[config.mk]
export PLATFORM = sky130hd
export DESIGN_NAME = sdpram_pipe_flat
export DESIGN_NICKNAME = d
export VERILOG_FILES = /design/src/rtl/sdpram_pkg.sv /design/src/rtl/sdpram_pipe_if.sv /design/src/rtl/sdpram_init_seq.sv /design/src/rtl/sdpram_pipe.sv /design/src/flat_wrapper.sv
export SDC_FILE = /design/constraint.sdc
export NUM_CORES = 1
export LEC_CHECK = 0
export BUFFER_PORTS_ARGS = -buffer_cell sky130_fd_sc_hd__buf_2
export CAP_MARGIN = 25
export CORE_MARGIN = 10
export CORE_UTILIZATION = 45
export DETAILED_ROUTE_END_ITERATION = 10
export HOLD_SLACK_MARGIN = 0.1
export MAX_ROUTING_LAYER = met4
export SYNTH_ARGS = -nofsm -noshare
export SYNTH_HDL_FRONTEND = slang
export SYNTH_HIERARCHICAL = 1
export SYNTH_SLANG_ARGS = --single-unit
[constraint.sdc]
create_clock -name clk -period 4.82 [get_ports clk]
set_clock_uncertainty 0.1 [all_clocks]
set_input_delay 0 -clock clk [delete_from_list [all_inputs] [get_ports clk]]
set_output_delay 0 -clock clk [all_outputs]
set_load 0.01 [all_outputs]
[src/rtl/sdpram_pkg.sv]
// rtl/sdpram_pkg.sv - shared constants, init FSM states and parameter check for sdpram_pipe
package sdpram_pkg;

  localparam int RD_MODE_READ_FIRST  = 0;
  localparam int RD_MODE_WRITE_FIRST = 1;

  typedef enum logic [1:0] {
    ST_RST  = 2'd0,
    ST_INIT = 2'd1,
    ST_RUN  = 2'd2
  } init_state_e;

  // Legal parameter combinations: whole byte lanes, latency 1..3, depth fits the address.
  function automatic bit params_ok(input int data_w, input int byte_w, input int rd_lat,
                                   input int depth, input int addr_w);
    return (byte_w > 0) && (data_w % byte_w == 0) &&
           (rd_lat >= 1) && (rd_lat <= 3) &&
           (depth >= 1) && (depth <= (1 << addr_w));
  endfunction

endpackage

[src/rtl/sdpram_pipe_if.sv]
// rtl/sdpram_pipe_if.sv - write/read port bundle of sdpram_pipe
interface sdpram_pipe_if #(
  parameter int ADDR_WIDTH = 4,
  parameter int DATA_WIDTH = 32,
  parameter int BYTE_W     = 8
);
  localparam int NBE = DATA_WIDTH / BYTE_W;

  logic                  wr_en;
  logic [ADDR_WIDTH-1:0] wr_addr;
  logic [DATA_WIDTH-1:0] wr_data;
  logic [NBE-1:0]        wr_be;
  logic                  rd_en;
  logic [ADDR_WIDTH-1:0] rd_addr;
  logic [DATA_WIDTH-1:0] rd_data;
  logic                  rd_valid;
  logic                  init_done;

  modport master (
    output wr_en, wr_addr, wr_data, wr_be, rd_en, rd_addr,
    input  rd_data, rd_valid, init_done
  );

  modport slave (
    input  wr_en, wr_addr, wr_data, wr_be, rd_en, rd_addr,
    output rd_data, rd_valid, init_done
  );
endinterface

[src/rtl/sdpram_init_seq.sv]
// rtl/sdpram_init_seq.sv - post-reset sweep that writes every entry once before the RAM opens
module sdpram_init_seq
  import sdpram_pkg::*;
#(
  parameter int ADDR_WIDTH    = 4,
  parameter int DEPTH         = 16,
  parameter int INIT_ON_RESET = 1
) (
  input  logic                  clk,
  input  logic                  rst,
  output logic                  init_we_o,
  output logic [ADDR_WIDTH-1:0] init_addr_o,
  output logic                  init_done_o
);

  localparam logic [ADDR_WIDTH-1:0] LAST_ADDR = ADDR_WIDTH'(DEPTH - 1);

  init_state_e           state_q, state_d;
  logic [ADDR_WIDTH-1:0] cnt_q, cnt_d;

  // State and sweep address registers; reset always restarts the sweep from entry 0
  always_ff @(posedge clk) begin
    if (rst) begin
      state_q <= ST_RST;
      cnt_q   <= '0;
    end else begin
      state_q <= state_d;
      cnt_q   <= cnt_d;
    end
  end

  // Next state: one RST cycle, then exactly DEPTH sweep writes, then RUN forever
  always_comb begin
    state_d   = state_q;
    cnt_d     = cnt_q;
    init_we_o = 1'b0;
    case (state_q)
      ST_RST: begin
        cnt_d   = '0;
        state_d = (INIT_ON_RESET != 0) ? ST_INIT : ST_RUN;
      end
      ST_INIT: begin
        init_we_o = 1'b1;
        if (cnt_q == LAST_ADDR) begin
          state_d = ST_RUN;
          cnt_d   = '0;
        end else begin
          cnt_d = cnt_q + 1'b1;
        end
      end
      ST_RUN: begin
        state_d = ST_RUN;
      end
      default: state_d = ST_RST;
    endcase
  end

  assign init_addr_o = cnt_q;
  assign init_done_o = (state_q == ST_RUN);

endmodule

[src/rtl/sdpram_pipe.sv]
// rtl/sdpram_pipe.sv - simple dual-port RAM with byte enables, pipelined reads and init sweep
module sdpram_pipe
  import sdpram_pkg::*;
#(
  parameter int ADDR_WIDTH    = 4,
  parameter int DATA_WIDTH    = 32,
  parameter int DEPTH         = 2 ** ADDR_WIDTH,
  parameter int BYTE_W        = 8,
  parameter int RD_LATENCY    = 1,
  parameter int RD_MODE       = 1,
  parameter int INIT_ON_RESET = 1,
  parameter logic [DATA_WIDTH-1:0] INIT_VALUE = '0
) (
  input  logic         clk,
  input  logic         rst,
  sdpram_pipe_if.slave bus
);

  localparam int NBE = DATA_WIDTH / BYTE_W;
  localparam logic [ADDR_WIDTH:0] DEPTH_W = (ADDR_WIDTH + 1)'(DEPTH);

  if (!params_ok(DATA_WIDTH, BYTE_W, RD_LATENCY, DEPTH, ADDR_WIDTH)) begin : g_param_check
    $error("sdpram_pipe: illegal parameter combination");
  end

  logic                  init_we;
  logic [ADDR_WIDTH-1:0] init_addr;
  logic                  init_done;

  logic [DATA_WIDTH-1:0] mem_q [0:DEPTH-1];
  logic                  mem_we;
  logic [ADDR_WIDTH-1:0] mem_addr;
  logic [DATA_WIDTH-1:0] mem_data;
  logic [NBE-1:0]        mem_be;

  logic                  wr_ok;
  logic                  rd_in_range;
  logic                  rd_fire;
  logic [DATA_WIDTH-1:0] rd_word;

  logic [RD_LATENCY-1:0] vld_q;
  logic [DATA_WIDTH-1:0] dat_q [RD_LATENCY];

  sdpram_init_seq #(
    .ADDR_WIDTH    (ADDR_WIDTH),
    .DEPTH         (DEPTH),
    .INIT_ON_RESET (INIT_ON_RESET)
  ) u_init_seq (
    .clk         (clk),
    .rst         (rst),
    .init_we_o   (init_we),
    .init_addr_o (init_addr),
    .init_done_o (init_done)
  );

  assign wr_ok       = init_done && bus.wr_en && ({1'b0, bus.wr_addr} < DEPTH_W);
  assign rd_in_range = {1'b0, bus.rd_addr} < DEPTH_W;
  assign rd_fire     = init_done && bus.rd_en;

  // Write port owner: the sweep until init completes, the user afterwards
  always_comb begin
    mem_we   = 1'b0;
    mem_addr = '0;
    mem_data = '0;
    mem_be   = '0;
    if (init_done) begin
      mem_we   = wr_ok;
      mem_addr = bus.wr_addr;
      mem_data = bus.wr_data;
      mem_be   = bus.wr_be;
    end else begin
      mem_we   = init_we;
      mem_addr = init_addr;
      mem_data = INIT_VALUE;
      mem_be   = '1;
    end
  end

  // Byte-lane write into the array; unselected lanes keep their contents
  always_ff @(posedge clk) begin
    for (int k = 0; k < NBE; k++) begin
      if (mem_we && mem_be[k]) begin
        mem_q[mem_addr][k*BYTE_W +: BYTE_W] <= mem_data[k*BYTE_W +: BYTE_W];
      end
    end
  end

  // Stage-1 read word: out-of-range reads give 0, write-first forwards the enabled lanes
  always_comb begin
    rd_word = '0;
    if (rd_in_range) begin
      rd_word = mem_q[bus.rd_addr];
      if (RD_MODE == RD_MODE_WRITE_FIRST && wr_ok && bus.wr_addr == bus.rd_addr) begin
        for (int k = 0; k < NBE; k++) begin
          if (bus.wr_be[k]) begin
            rd_word[k*BYTE_W +: BYTE_W] = bus.wr_data[k*BYTE_W +: BYTE_W];
          end
        end
      end
    end
  end

  // Read pipeline: data registers only load behind a valid word, so the output holds between pulses
  always_ff @(posedge clk) begin
    if (rst) begin
      vld_q <= '0;
      for (int i = 0; i < RD_LATENCY; i++) begin
        dat_q[i] <= '0;
      end
    end else begin
      vld_q[0] <= rd_fire;
      if (rd_fire) begin
        dat_q[0] <= rd_word;
      end
      for (int i = RD_LATENCY - 1; i > 0; i--) begin
        vld_q[i] <= vld_q[i-1];
        if (vld_q[i-1]) begin
          dat_q[i] <= dat_q[i-1];
        end
      end
    end
  end

  assign bus.rd_data   = dat_q[RD_LATENCY-1];
  assign bus.rd_valid  = vld_q[RD_LATENCY-1];
  assign bus.init_done = init_done;

endmodule

[src/flat_wrapper.sv]
// flat-port wrapper written by rule: the top's interface ports become plain ports
module sdpram_pipe_flat import sdpram_pkg::*;
#(
  parameter int ADDR_WIDTH    = 4,
  parameter int DATA_WIDTH    = 32,
  parameter int DEPTH         = 2 ** ADDR_WIDTH,
  parameter int BYTE_W        = 8,
  parameter int RD_LATENCY    = 1,
  parameter int RD_MODE       = 1,
  parameter int INIT_ON_RESET = 1,
  parameter logic [DATA_WIDTH-1:0] INIT_VALUE = '0
)
  (clk, rst, bus_wr_en, bus_wr_addr, bus_wr_data, bus_wr_be, bus_rd_en, bus_rd_addr, bus_rd_data, bus_rd_valid, bus_init_done);
  sdpram_pipe_if #(.ADDR_WIDTH(ADDR_WIDTH), .DATA_WIDTH(DATA_WIDTH), .BYTE_W(BYTE_W)) bus_i ();
  input  logic clk;
  input  logic rst;
  input wire logic [$bits(bus_i.wr_en)-1:0] bus_wr_en;
  input wire logic [$bits(bus_i.wr_addr)-1:0] bus_wr_addr;
  input wire logic [$bits(bus_i.wr_data)-1:0] bus_wr_data;
  input wire logic [$bits(bus_i.wr_be)-1:0] bus_wr_be;
  input wire logic [$bits(bus_i.rd_en)-1:0] bus_rd_en;
  input wire logic [$bits(bus_i.rd_addr)-1:0] bus_rd_addr;
  output wire logic [$bits(bus_i.rd_data)-1:0] bus_rd_data;
  output wire logic [$bits(bus_i.rd_valid)-1:0] bus_rd_valid;
  output wire logic [$bits(bus_i.init_done)-1:0] bus_init_done;
  assign bus_i.wr_en = bus_wr_en;
  assign bus_i.wr_addr = bus_wr_addr;
  assign bus_i.wr_data = bus_wr_data;
  assign bus_i.wr_be = bus_wr_be;
  assign bus_i.rd_en = bus_rd_en;
  assign bus_i.rd_addr = bus_rd_addr;
  assign bus_rd_data = bus_i.rd_data;
  assign bus_rd_valid = bus_i.rd_valid;
  assign bus_init_done = bus_i.init_done;
  sdpram_pipe #(.ADDR_WIDTH(ADDR_WIDTH), .DATA_WIDTH(DATA_WIDTH), .DEPTH(DEPTH), .BYTE_W(BYTE_W), .RD_LATENCY(RD_LATENCY), .RD_MODE(RD_MODE), .INIT_ON_RESET(INIT_ON_RESET), .INIT_VALUE(INIT_VALUE)) u_core (.clk(clk), .rst(rst), .bus(bus_i));
endmodule
==> results.toml, run 1 <==
[run_status]
status = "finished, final reports clean"

[detailed_routing]
wirelength_um = 51100
post-route-drc-count = 0
vias = 11000
drt.antenna.violating_nets = 0
vias_per_cell = 5.89
drt_pass1_iterations = 5
drt_iter0_drc = 1209
wl_per_cell_um = 27.4

[die]
core-area_mm2 = 0.0478
die_area_mm2 = 0.0576
start_util_pct = 45.5
die_h_um = 240
pin_count = 82
fp-row-count = 80
die_w_um = 240

[sta]
rsz0062_at_grt = "no"
timing.fmax_mhz = 277
setup_tns_ps = 0
setup_slack_ps = 1210
slew_violations = 0
min_period_ps = 3610
worst_pin_slew_ps = 1110
slew_headroom_pct = 25.8
setup_viol = 0
fin_crit_sh_pct = 74.8
hold_violations = 0

[cells_and_area]
stdcell_count = 1869
fillers = 3716
mostFrequentLayoutCells = "edfxtp_1 (544), mux4_2 (97), buf_2 (79)"
layout-drive-gt1-share_pct = 23.0
diodes = 0
final_area_mm2 = 0.0251
nets = 1262
final_common_cell = "edfxtp_1"
syn_to_final_growth_pct = 15.1

[clock_tree]
cts.sinks = 551
cts_resized = 0
root_buffer = "clkbuf_16"
clkTransAtPathRegs_ps = 60
cts_tree = "yes"
ctsLongestPathBuffers = 3
htreeDepth = 2
cts_buffers = 53
clock_latency_ps = 590

[synth]
netlist_area_mm2 = 0.0218
yosys.area_share.simple_pct = 3.84
synth-edff-count = 544
ys_seq_elements = 551
synth_top_family_by_area = "multiplexers"
syn_nets = 1108
synth_top_area_share_pct = 75.0
syn_inst = 1056
yosysUniqueCellTypes = 36
ys_seq_area_share_pct = 75.6
synth_top_cell_by_area = "edfxtp_1"
synth.avg_cell_area_um2 = 20.6
synth_ff_type = "edfxtp_1"
synth_mux_area_share_pct = 13.8
synth-compound-area-share_pct = 4.20
synth-adder-area-share_pct = 0.230
synth_area_leaders = "edfxtp_1 (75%), mux4_2 (10%), mux4_1 (3.7%)"
yosysWarnings = 6
async_flop_share_pct = 0
synth_xor_area_share_pct = 0.161

[setup_path]
crit_arrival_ps = 3960
rr_worst_depth = 7
critPathLaunchType = "register"
critPathKind = "register to register"
required_ps = 5170
path_max_fanout = 36
end_kind = "register"

[worst_hold_path]
min_delay_path_depth = 4
min_path_type = "input pin to register"

[placed_design]
place_area_mm2 = 0.0227
gp_congestion = 0.789
io_buffers = 81
place_ws_ps = 1540
post-place-cells = 1710
detailed_place_hpwl_um = 31700

[grt]
grt_pass1_wl_um = 75100
grt_max_degree = 72
grt.overflow.total = 0
track_usage_pct = 18.3
antenna_found_initial = 0
grt_pass1_vias = 11000

[pwr]
p_leak_nw = 8.44
vdd_drop_max_v = 0.000259
powerDensity_mw_per_mm2 = 448

[job]
drv_cap = 0
[critical path, stage by stage, from the launching register on]
cell,delay (ps)
dfxtp_1,330
inv_1,90
ha_2,670
nand3b_1,410
inv_1,400
and4_1,640
a22o_1,250
dlygate4sd3_1,560
[sequential cells by signal (all words and copies together), names as in the netlist]
signal / count
u_core/bus.rd_valid: 1
u_core/dat_q: 32
u_core/u_init_seq/state_q: 2
u_core/u_init_seq/init_addr_o: 4
u_core/mem_q: 512
[cell type report]
cell class                      count  area, um^2  area share [%]
Clock buffer                       65        1440            5.76
Clock inverter                     34         353            1.41
Multi-Input combinational cell    437        4850            19.3
Timing Repair Buffer              158        1150            4.59
Sequential cell                   551       16500            65.7
Inverter                            9        33.8           0.135
Tap cell                          615         769            3.07
[worst paths after layout]
check,from,to,slack [ps]
hold / removal,bus_wr_be[1],u_core/dat_q[0][15],110
hold reg to reg,u_core/u_init_seq/state_q[1],u_core/u_init_seq/state_q[1],410
setup / recovery,u_core/u_init_seq/state_q[0],u_core/dat_q[0][20],1210
setup reg to reg,u_core/u_init_seq/state_q[0],u_core/dat_q[0][20],1210
[stage by stage]
stage	hold slack (ps)	total power, mW	utilization (%)
2_1_floorplan	-30.9	6.54	-
3_3_place_gp	161	7.03	47.4
3_5_place_dp	162	7.05	47.4
4_1_cts	100	11.3	52.3
5_1_grt	113	11.6	52.4
6_report	111	11.2	52.4
[Yosys cell counts (2+ instances only)]
master	count
edfxtp_1	544
mux4_2	97
nor2_1	69
a22oi_1	64
nand2_1	54
and2_1	35
a22o_1	33
mux4_1	31
clkbuf_1	28
buf_12	10
inv_1	9
buf_1	8
buf_2	8
a21oi_1	7
dfxtp_1	7
a31oi_1	5
and4_1	4
buf_6	4
ha_1	4
nor2b_1	4
o21ai_0	4
o32ai_1	4
nand3_1	3
nand3b_1	3
nand4_1	3
xor2_1	3
nand2b_1	2
[what timing repair did]
| action | CTS | global route |
|---|---|---|
| hold endpoints to repair | 519 | 8 |
| setup buffers | 0 | 0 |
| hold buffers | 57 | 1 |
[cell families after synthesis]
group	count (synthesis)
flip-flops	551
AND/OR/NAND/NOR	181
multiplexers	128
AO/OA/AOI/OAI	120
buffers and inverters	68
XOR/XNOR	4
adder cells (fa/ha/maj)	4
[power breakdown]
part | total [mW] | switching (mW) | internal [mW]
clock | 4.24 | 1.73 | 2.50
combinational | 1.26 | 0.894 | 0.361
sequential | 5.74 | 0.0547 | 5.68
[routing by layer]
layer | global-route usage (%) | up-vias | wire length, um
met1 | 25.2 | 5781 | 22100
met3 | 4.77 | 67 | 4400
met5 | - | - | 0
met2 | 26.9 | 463 | 23600
li1 | - | 4703 | -
met4 | 4.58 | 0 | 992
Note: power is estimated with default switching activity, not from simulation.
==> inputs of run 2 (changes only) <==
==> constraint.sdc (replaced) <==
create_clock -name clk -period 3.1 [get_ports clk]
set_clock_uncertainty 0.1 [all_clocks]
set_input_delay 0 -clock clk [delete_from_list [all_inputs] [get_ports clk]]
set_output_delay 0 -clock clk [all_outputs]
set_load 0.01 [all_outputs]
==> run 2 against run 1 <==
- setup slack worse by 920 ps
- global-route usage up 0.071 points
- clock-buffer cell count up 4
- flip-flop and latch count unchanged
- routed wire length down 0.38%
- hold slack better by 11 ps
- clock power up 54%
- first-iteration DRC count down 13%
- sequential share of layout area down 0.99 points
- core utilization up 0.80 points
- largest cell class unchanged
==> results.toml, run 2 (synthesized netlist as in run 1, its figures left out) <==
[setup_path]
rr_worst_depth = 6
critPathKind = "register to register"
r2r_setup_slack_ps = 290
r2r_end = "u_core/dat_q[0][25]"
path_max_fanout = 23
end_kind = "register"
crit_arrival_ps = 3160
required_ps = 3450
rr_startpoint = "u_core/u_init_seq/state_q[0]"
critPathLaunchType = "register"

[placed_design]
place_ws_ps = 405
io_buffers = 81
place_area_mm2 = 0.0233
post-place-cells = 1784
gp_congestion = 0.788
detailed_place_hpwl_um = 32200

[die]
pin_count = 82
die_area_mm2 = 0.0576
fp-row-count = 80
core-area_mm2 = 0.0478
start_util_pct = 45.5
die_h_um = 240
die_w_um = 240

[sta]
min_period_ps = 2810
setup_viol = 0
rsz0062_at_grt = "no"
hold_violations = 0
timing.fmax_mhz = 356
worst_pin_slew_ps = 1110
slew_violations = 0
setup_tns_ps = 0
slew_headroom_pct = 25.7
fin_crit_sh_pct = 90.7
setup_slack_ps = 289

[cells_and_area]
regMostFlops = "u_core/mem_q"
utilization_pct = 53.2
mostFrequentLayoutCells = "edfxtp_1 (544), mux4_2 (97), buf_4 (85)"
nets = 1314
stdcell_count = 1921
layout-drive-gt1-share_pct = 26.8
largest_reg_flops = 512
final_area_mm2 = 0.0255
fillers = 3725
syn_to_final_growth_pct = 16.9
final_common_cell = "edfxtp_1"

[clock_tree]
clkTransAtPathRegs_ps = 60
ctsLongestPathBuffers = 3
cts.sinks = 551
htreeDepth = 2
cts_buffers = 54
root_buffer = "clkbuf_16"
cts_setup_buffers = 0
clock_latency_ps = 600
cts_tree = "yes"

[detailed_routing]
drt_iter0_drc = 1053
drt.antenna.violating_nets = 0
vias_per_cell = 5.77
post-route-drc-count = 0
vias = 11100
drt_pass1_iterations = 5
wirelength_um = 51000
wl_per_cell_um = 26.5

[grt]
antenna_found_initial = 2
track_usage_pct = 18.4
grt_pass1_vias = 11500
grt.overflow.total = 0
grt_pass1_wl_um = 75100
grt_max_degree = 65

[job]
drv_cap = 0

[pwr]
p_sw_share_pct = 23.6
p_clk_share_pct = 37.4
p_sw_mw = 4.12
p_int_mw = 13.3
vdd_drop_max_v = 0.000446
power_frac_comb_pct = 11.5
pwr-share-seq_pct = 51.1
p_leak_nw = 8.68
powerDensity_mw_per_mm2 = 685

[worst_hold_path]
holdPathEnd = "u_core/dat_q[0][13]"
min_delay_path_depth = 5
min_path_type = "input pin to register"
min_from = "bus_rd_addr[2]"

[run_status]
status = "finished, final reports clean"
run 2: critical path: stages (launching register included):
cell and delay (ps):
dfxtp_1 330, inv_1 80, ha_2 470, buf_4 320, nand3b_1 220, a31oi_1 870, a22o_1 270
run 2: how the worst max path moves through the flow:
stage	startpoint	end	slack, ps	depth (start not counted)
6_report	u_core/u_init_seq/state_q[0]	u_core/dat_q[0][25]	290	6
5_1_grt	u_core/u_init_seq/state_q[0]	u_core/dat_q[0][25]	160	6
4_1_cts	u_core/u_init_seq/state_q[0]	u_core/dat_q[0][25]	350	6
3_5_place_dp	u_core/u_init_seq/state_q[0]	u_core/dat_q[0][28]	400	6
3_3_place_gp	u_core/u_init_seq/state_q[0]	u_core/dat_q[0][30]	540	6
2_1_floorplan	u_core/u_init_seq/state_q[0]	u_core/dat_q[0][0]	490	6
run 2: per-layer routing:
metal | up-vias | GRT usage [%] | wire length, um
li1 | 4811 | - | -
met1 | 5830 | 24.6 | 21700
met2 | 367 | 29.0 | 25100
met3 | 81 | 2.52 | 2860
met4 | 0 | 5.67 | 1260
met5 | - | - | 0
run 2: repair_timing:
action	in CTS	in global routing
hold buffers	37	0
gates resized for setup	0	0
endpoints found under the hold margin	558	0
run 2: power groups by stage:
stage               Clock (mW)  Sequential, mW  Combinational (mW)
finish                    6.52            8.90                2.01
global placement             0            9.05                1.94
floorplan                    0            9.05                1.12
global route              6.97            8.93                2.17
CTS                       6.64            8.91                2.03
detailed placement           0            9.06                1.98
run 2: stage by stage:
step | hold slack (ps) | power, mW
after floorplan | -30.9 | 10.2
after detailed placement | 208 | 11.0
final | 122 | 17.4
after global routing | 149 | 18.1
after CTS | 106 | 17.6
after global placement | 207 | 11.0
run 2: cell type report:
class | count | area, um^2 | share of cell area [%]
flip-flops and latches | 551 | 16500 | 64.7
repair buffers | 209 | 1560 | 6.12
multi-input cells | 437 | 4850 | 19.1
clock buffers | 69 | 1480 | 5.82
clock inverters | 29 | 289 | 1.14
well taps | 615 | 769 | 3.02
inverters | 9 | 33.8 | 0.133
diodes | 2 | 5.00 | 0.0197
==> inputs of run 3 (changes only) <==
--- a/config.mk
+++ b/config.mk
@@ -12,6 +12,7 @@
 export DETAILED_ROUTE_END_ITERATION = 10
 export HOLD_SLACK_MARGIN = 0.1
 export MAX_ROUTING_LAYER = met4
+export PLACE_DENSITY = 0.69
 export SYNTH_ARGS = -nofsm -noshare
 export SYNTH_HDL_FRONTEND = slang
 export SYNTH_HIERARCHICAL = 1
==> constraint.sdc (replaced) <==
create_clock -name clk -period 3.1 [get_ports clk]
set_clock_uncertainty 0.1 [all_clocks]
set_input_delay 0.62 -clock clk [delete_from_list [all_inputs] [get_ports clk]]
set_output_delay 0.62 -clock clk [all_outputs]
set_load 0.01 [all_outputs]
==> run 3 against run 2 <==
- fmax down 2.6%
- non-clock buffer count down 28
- clock-buffer cell count down 14
- clock power down 1%
- routed wire length down 5.0%
- global-route usage down 1.1 points
- critical path depth up 1
- critical endpoint is now u_core/dat_q[0][30]
==> results.toml, run 3 (synthesized netlist as in run 1, its figures left out) <==
[placed_design]
post-place-cells = 1790
gp_congestion = 0.841
place_area_mm2 = 0.0234
place_ws_ps = 255
detailed_place_hpwl_um = 30800
io_buffers = 81

[sta]
min_period_ps = 2890
setup_tns_ps = 0
setup_slack_ps = 213
rsz0062_at_grt = "no"
setup_viol = 0
hold_violations = 0
fin_crit_sh_pct = 93.1
timing.fmax_mhz = 346
slew_headroom_pct = 26.1
worst_pin_slew_ps = 1100
slew_violations = 0

[grt]
grt.overflow.total = 0
track_usage_pct = 17.3
antenna_found_initial = 2
grt_max_degree = 65
grt_pass1_wl_um = 71900
grt_pass1_vias = 11300

[cells_and_area]
final_common_cell = "edfxtp_1"
stdcell_count = 1890
layout-drive-gt1-share_pct = 28.2
largest_reg_flops = 512
final_area_mm2 = 0.0251
nets = 1282
regMostFlops = "u_core/mem_q"
fillers = 3708
syn_to_final_growth_pct = 15.4
mostFrequentLayoutCells = "edfxtp_1 (544), mux4_2 (97), buf_4 (93)"

[clock_tree]
htreeDepth = 2
clkTransAtPathRegs_ps = 70
cts_tree = "yes"
cts_hold_buf = 0
cts.sinks = 551
cts_buffers = 50
clock_latency_ps = 570
cts_resized = 0
ctsLongestPathBuffers = 3
root_buffer = "clkbuf_16"
cts_setup_buffers = 0

[detailed_routing]
drt.antenna.violating_nets = 0
vias = 11000
drt_iter0_drc = 999
wirelength_um = 48400
post-route-drc-count = 0
vias_per_cell = 5.82
wl_per_cell_um = 25.6
drt_pass1_iterations = 7

[pwr]
powerDensity_mw_per_mm2 = 685
total_power_mw = 17.2
vdd_drop_max_v = 0.000393
p_leak_nw = 8.55

[setup_path]
required_ps = 3440
end_kind = "register"
crit_arrival_ps = 3230
critPathLaunchType = "register"
critPathKind = "register to register"
path_max_fanout = 24

[worst_hold_path]
min_path_type = "input pin to register"

[die]
fp-row-count = 80
start_util_pct = 45.5
core-area_mm2 = 0.0478
pin_count = 82
die_area_mm2 = 0.0576
die_w_um = 240
die_h_um = 240

[job]
drv_cap = 0

[run_status]
status = "finished, final reports clean"
## run 3: final timing paths
| check | start | to | slack [ps] | cells past startpoint |
|---|---|---|---|---|
| hold / removal | bus_wr_data[15] | u_core/dat_q[0][15] | 250 | 2 |
| hold reg to reg | u_core/u_init_seq/state_q[0] | u_core/u_init_seq/state_q[0] | 430 | 2 |
| setup reg to reg | u_core/u_init_seq/state_q[0] | u_core/dat_q[0][30] | 210 | 7 |
| setup / recovery | u_core/u_init_seq/state_q[0] | u_core/dat_q[0][30] | 210 | 7 |
## run 3: area by class of cell
class	count	area, um^2	share of cell area [%]
sequential	551	16500	65.5
multi-input combinational	437	4850	19.3
clock buffer	55	1330	5.30
timing repair buffer	181	1260	5.02
tap	615	769	3.06
clock inverter	38	412	1.64
inverter	9	33.8	0.134
antenna	4	10.0	0.0398
## run 3: worst max-delay path, cell delays in order (launching register included)
cell	delay [ps]
dfxtp_1	330
inv_1	90
ha_2	470
buf_4	340
nand3b_1	160
buf_4	180
a31oi_1	800
a22o_1	270
## run 3: metal layers
metal | vias to the layer above | GRT usage [%] | share of wire, %
met3 | 66 | 3.82 | 7.7
li1 | 4736 | - | -
met2 | 415 | 28.1 | 51
met5 | - | - | 0
met4 | 0 | 4.26 | 1.9
met1 | 5780 | 21.8 | 40
## run 3: per-stage QoR
step	hold WS (ps)	utilization (%)
4_1_cts	232	52.5
2_1_floorplan	369	-
3_3_place_gp	379	48.8
5_1_grt	250	52.5
6_report	255	52.6
3_5_place_dp	409	48.8
## run 3: power by group
part           internal [mW]  leakage (nW)  total (mW)  switching, mW
Clock                   3.84         0.851        6.44           2.60
Sequential              8.82          5.13        8.91         0.0836
Combinational          0.610          2.57        1.88           1.27
Total                   13.3          8.55        17.2           3.95
